## config.mk

```make
export PLATFORM = sky130hd
export DESIGN_NAME = mtimer_io
export DESIGN_NICKNAME = d
export VERILOG_FILES = /design/src/rtl/mtimer_io.sv
export SDC_FILE = /design/constraint.sdc
export NUM_CORES = 1
export LEC_CHECK = 0
export CORE_MARGIN = 2
export CORE_UTILIZATION = 60
export CTS_BUF_LIST = sky130_fd_sc_hd__clkbuf_8
export CTS_CLUSTER_SIZE = 40
export DETAILED_ROUTE_END_ITERATION = 7
export GPL_TIMING_DRIVEN = 0
export HOLD_SLACK_MARGIN = 0.12
export PLACE_DENSITY = 0.94
export REMOVE_ABC_BUFFERS = 1
export SYNTH_ARGS = -nofsm -noshare
export SYNTH_HDL_FRONTEND = slang
export SYNTH_SLANG_ARGS = --single-unit
```

## constraint.sdc

```tcl
create_clock -name clk_in -period 3.2 [get_ports clk_in]
set_input_delay 0.64 -clock clk_in [delete_from_list [all_inputs] [get_ports clk_in]]
set_output_delay 0.64 -clock clk_in [all_outputs]
set_load 0.05 [all_outputs]
```

## src/rtl/mtimer_io.sv

```systemverilog
// Machine timer / software-interrupt device on the internal I/O bus.
// Holds the 64-bit mtime counter, the 64-bit mtimecmp compare value and the
// msip bit. Serves single-cycle word loads/stores and drives mtip/msip.
module mtimer_io #(
  parameter logic [31:0] MSIP_BASE     = 32'h0200_0000,
  parameter logic [31:0] MTIME_BASE    = 32'h0200_BFF8,
  parameter logic [31:0] MTIMECMP_BASE = 32'h0200_4000,
  parameter int unsigned TICK_DIV      = 1
) (
  input  logic        clk_in,
  input  logic        reset_in,
  input  logic        io_req,
  input  logic        io_rw,
  input  logic [31:0] io_addr,
  input  logic [1:0]  io_size,
  input  logic [31:0] io_wr_data,
  output logic        io_ack,
  output logic        io_err,
  output logic [31:0] io_rd_data,
  output logic        mtip,
  output logic        msip
);

  localparam logic [15:0] TICK_LAST = 16'(TICK_DIV - 1);

  logic [15:0] count_reg;
  logic [63:0] mtime_reg;
  logic [63:0] mtimecmp_reg;
  logic        msip_reg;
  logic        mtip_reg;
  logic        ack_reg;
  logic        err_reg;
  logic [31:0] rd_data_reg;

  logic        tick;
  logic        shape_ok;
  logic        sel_msip;
  logic        sel_mtime_lo;
  logic        sel_mtime_hi;
  logic        sel_cmp_lo;
  logic        sel_cmp_hi;
  logic        addr_hit;
  logic        wr_en;
  logic [31:0] rd_next;

  assign tick = (count_reg == TICK_LAST);

  // Only aligned full-word accesses to one of the five registers are legal.
  assign shape_ok     = (io_size == 2'd2) && (io_addr[1:0] == 2'b00);
  assign sel_msip     = shape_ok && (io_addr == MSIP_BASE);
  assign sel_mtime_lo = shape_ok && (io_addr == MTIME_BASE);
  assign sel_mtime_hi = shape_ok && (io_addr == MTIME_BASE + 32'd4);
  assign sel_cmp_lo   = shape_ok && (io_addr == MTIMECMP_BASE);
  assign sel_cmp_hi   = shape_ok && (io_addr == MTIMECMP_BASE + 32'd4);
  assign addr_hit     = sel_msip | sel_mtime_lo | sel_mtime_hi | sel_cmp_lo | sel_cmp_hi;
  assign wr_en        = io_req && io_rw && addr_hit;

  // Load data mux: reads see register values from before the access edge.
  always_comb begin
    rd_next = 32'h0;
    if (sel_msip)     rd_next = {31'b0, msip_reg};
    if (sel_mtime_lo) rd_next = mtime_reg[31:0];
    if (sel_mtime_hi) rd_next = mtime_reg[63:32];
    if (sel_cmp_lo)   rd_next = mtimecmp_reg[31:0];
    if (sel_cmp_hi)   rd_next = mtimecmp_reg[63:32];
  end

  // Prescaler: counts 0..TICK_DIV-1, unaffected by stores to mtime.
  always_ff @(posedge clk_in) begin
    if (reset_in) begin
      count_reg <= 16'h0;
    end else if (tick) begin
      count_reg <= 16'h0;
    end else begin
      count_reg <= count_reg + 16'd1;
    end
  end

  // mtime: a store to either half wins over the tick and suppresses the carry.
  always_ff @(posedge clk_in) begin
    if (reset_in) begin
      mtime_reg <= 64'h0;
    end else if (wr_en && sel_mtime_lo) begin
      mtime_reg[31:0] <= io_wr_data;
    end else if (wr_en && sel_mtime_hi) begin
      mtime_reg[63:32] <= io_wr_data;
    end else if (tick) begin
      mtime_reg <= mtime_reg + 64'd1;
    end
  end

  // mtimecmp: each half written independently.
  always_ff @(posedge clk_in) begin
    if (reset_in) begin
      mtimecmp_reg <= 64'hFFFF_FFFF_FFFF_FFFF;
    end else if (wr_en && sel_cmp_lo) begin
      mtimecmp_reg[31:0] <= io_wr_data;
    end else if (wr_en && sel_cmp_hi) begin
      mtimecmp_reg[63:32] <= io_wr_data;
    end
  end

  // msip: only bit 0 of the store data is kept.
  always_ff @(posedge clk_in) begin
    if (reset_in) begin
      msip_reg <= 1'b0;
    end else if (wr_en && sel_msip) begin
      msip_reg <= io_wr_data[0];
    end
  end

  // mtip: registered unsigned compare of the current register values.
  always_ff @(posedge clk_in) begin
    if (reset_in) begin
      mtip_reg <= 1'b0;
    end else begin
      mtip_reg <= (mtime_reg >= mtimecmp_reg);
    end
  end

  // Response: one ack per request, one cycle later; faults return zero data.
  always_ff @(posedge clk_in) begin
    if (reset_in) begin
      ack_reg     <= 1'b0;
      err_reg     <= 1'b0;
      rd_data_reg <= 32'h0;
    end else begin
      ack_reg     <= io_req;
      err_reg     <= io_req && !addr_hit;
      rd_data_reg <= (io_req && !io_rw && addr_hit) ? rd_next : 32'h0;
    end
  end

  assign io_ack     = ack_reg;
  assign io_err     = err_reg;
  assign io_rd_data = rd_data_reg;
  assign mtip       = mtip_reg;
  assign msip       = msip_reg;

endmodule

```

==> run_results.csv <==
group,metric,value,unit
detailed_routing,dr.pass1.iters,8,
critical_path,path_max_fanout,12,
synthesis,synth_top_area_frac,0.344,
detailed_routing,ant_nets,0,
detailed_routing,dr_total_vias,11500,
placed_design,dp_cells,1542,
timing,period_share,1.02,
clock_network,clk_pin_slew,0.09,ns
outcome,outcome,"finished, violations left",
clock_network,cts_max_level,4,
clock_network,clock_latency,0.49,ns
die,ioPinCount,106,
outcome,violations,"DRC, setup timing",
clock_network,cts_root_buf,"clkbuf_8",
power,leakage,5.10,nW
synthesis,synth.distinct_cells,72,
critical_path,critPathKind,"flip-flop to flip-flop",
final_layout,fillers,1251,
die,start_util,0.611,
final_layout,area_delta_synth_final,17.8,%
synthesis,syn-mean-instance-area,8.12,um2
die,die_h,136,um
grt,grtUsageTotal,0.370,
timing,max_freq,0.307,GHz
grt,grt_max_degree,107,
die,fp-row-count,48,
final_layout,num-nets-final,1491,
synthesis,yosys_warnings,0,
placed_design,place_ws,-1.36,ns
timing,fin_crit,3.25,ns
synthesis,yosysMostFrequentCell,"dfxtp_1",
timing,finClkSkew,0.0117,ns
timing,rsz0062_at_grt,"true",
critical_path,cp-end-kind,"flip-flop",
synthesis,synth_ff_type,"dfxtp_1",
critical_path,critPathLaunchType,"flip-flop",
power,ir_drop,0.280,mV
synthesis,netlist_instances,1292,
detailed_routing,drc,10,
grt,antenna_found_initial,0,
clock_network,cts_buffer_depth,2,
synthesis,netlist_area,10500,um2
grt,grt_overflow,0,
synthesis,seq_area_frac_synth,0.344,
final_layout,fin_cells,1592,
detailed_routing,drt_iter0_markers,1989,
synthesis,synth_async_sr_flop_share,0,
detailed_routing,via_per_inst,7.24,
detailed_routing,routedWlPerCell,22.1,um
power,powerDensity,335,nW/um2
clock_network,tritoncts,"yes",
final_layout,seq_area,3600,um2
timing,tns,-0.0532,ns
timing,final-setup-viol-count,1,
timing,tightestPinTransition,1.09,ns
synthesis,synth_common_cells,"dfxtp_1, nand2_1, nor2_1",
timing,setup_ws,-0.0532,ns
timing,slew_headroom,0.274,
detailed_routing,drt_wl_total,35200,um
final_layout,final_cell_area,12400,um2
final_layout,drive_gt1_frac,0.0892,
synthesis,synth_edf_count,0,
power,power,4.14,mW
placed_design,dp_hpwl,22500,um
die,core-area,17200,um2
synthesis,ys_ff_latch,180,
critical_path,startpoint,"count_reg[0]",
grt,grt_first_pass_wirelength,54400,um
die,die_w,136,um
final_layout,multi_input_area,6420,um2
final_layout,final_util,0.720,
timing,hold_violations,0,
worst_hold_path,hold_start,"count_reg[0]",
placed_design,postPlaceCellArea,11700,um2
critical_path,cp.arrival,3.68,ns
worst_hold_path,hp-class,"flip-flop to flip-flop",
job,cap_violations,0,
placed_design,gp_congestion,0.995,
grt,first_global_vias,10600,
timing,drv_slew,0,
synthesis,synth_area_leaders,"dfxtp_1, ha_1, nand2_1, a21oi_1, nor2_1",
placed_design,numPortBuffers,105,
critical_path,rr_startpoint,"count_reg[0]",
clock_network,ctsHoldBuffers,0,
critical_path,worstPathRequired,3.63,ns
final_layout,diodes,0,
timing,whs,0.482,ns
synthesis,synth_top_area_cell,"dfxtp_1",
clock_network,numCtsBuffers,17,
die,dieArea,18600,um2
clock_network,clock_sink_count,180,
## repair_timing
item | in CTS | in global routing
setup endpoints to repair | 153 | 96
gates cloned | 2 | 0
buffers inserted | 12 | 4
resized for setup | 18 | 9
pin swaps | 6 | 3
## placed cells by master (no fill, tap or decap), types with 10 or more instances in the layout
cell / netlist / routed
a21oi_1: 71 / 69
ha_1: 67 / 67
o21ai_0: 41 / 40
nor2_1: 86 / 84
nand4_1: 39 / 40
a21o_1: 12 / 12
o22ai_1: 15 / 15
and3_1: 26 / 25
nand3_1: 41 / 39
inv_1: 78 / 78
a222oi_1: 32 / 32
mux2_2: 28 / 28
xnor2_1: 17 / 17
dfxtp_1: 180 / 180
and4_1: 12 / 10
a31oi_1: 35 / 35
clkdlybuf4s50_1: 0 / 103
clkbuf_8: 0 / 18
nor4_1: 24 / 21
buf_4: 0 / 17
o211ai_1: 41 / 41
nor3_1: 56 / 56
a211oi_1: 15 / 15
xor2_1: 13 / 13
nand2_1: 144 / 144
## per-layer routing
layer  track usage  vias up  wire length [um]
li1              -     4981                 -
met1         0.466     5308             12900
met2         0.580     1017             15600
met3        0.0831      226              4680
met4         0.220        0              2040
met5             0        -                 0
## final cells by class
| type | instances | share of cell area |
|---|---|---|
| timing repair buffer | 130 | 0.109 |
| inverter | 79 | 0.0244 |
| clock buffer | 18 | 0.0200 |
| multi-input combinational | 946 | 0.520 |
| tap | 225 | 0.0228 |
| sequential | 180 | 0.292 |
| clock inverter | 14 | 0.0129 |
## cells by family (layout without fill, tap and decap cells)
logic type | Yosys count | in the layout | synth area share
buffers and inverters | 168 | 241 | 0.0617
adder cells (fa/ha/maj) | 67 | 67 | 0.0799
AND/OR/NAND/NOR | 475 | 477 | 0.227
flip-flops | 180 | 180 | 0.344
AO/OA/AOI/OAI | 342 | 342 | 0.231
XOR/XNOR | 30 | 30 | 0.0251
multiplexers | 30 | 30 | 0.0320
## power breakdown
part | switching, mW | internal (mW) | total [mW]
combinational | 0.130 | 0.103 | 0.232
clock | 0.868 | 0.788 | 1.66
sequential | 0.00624 | 2.24 | 2.25
total | 1.00 | 3.13 | 4.14
## path summary, 6_finish.rpt
kind,slack [ns],to,cells after the start
worst max-delay path,-0.05,mtime_reg[44],8
worst min-delay path,0.48,count_reg[0],1
worst max register to register,-0.05,mtime_reg[44],8
worst min register to register,0.48,count_reg[0],1
## critical path, stage by stage (launching register included)
cell	delay (ns)
dfxtp_1	0.35
inv_1	0.06
ha_1	0.16
nor4b_1	0.73
nand4_1	0.84
nor4_1	0.48
nand2_1	0.15
o31ai_1	0.28
o2bb2ai_1	0.14
Note: power is estimated with default switching activity, not from simulation.
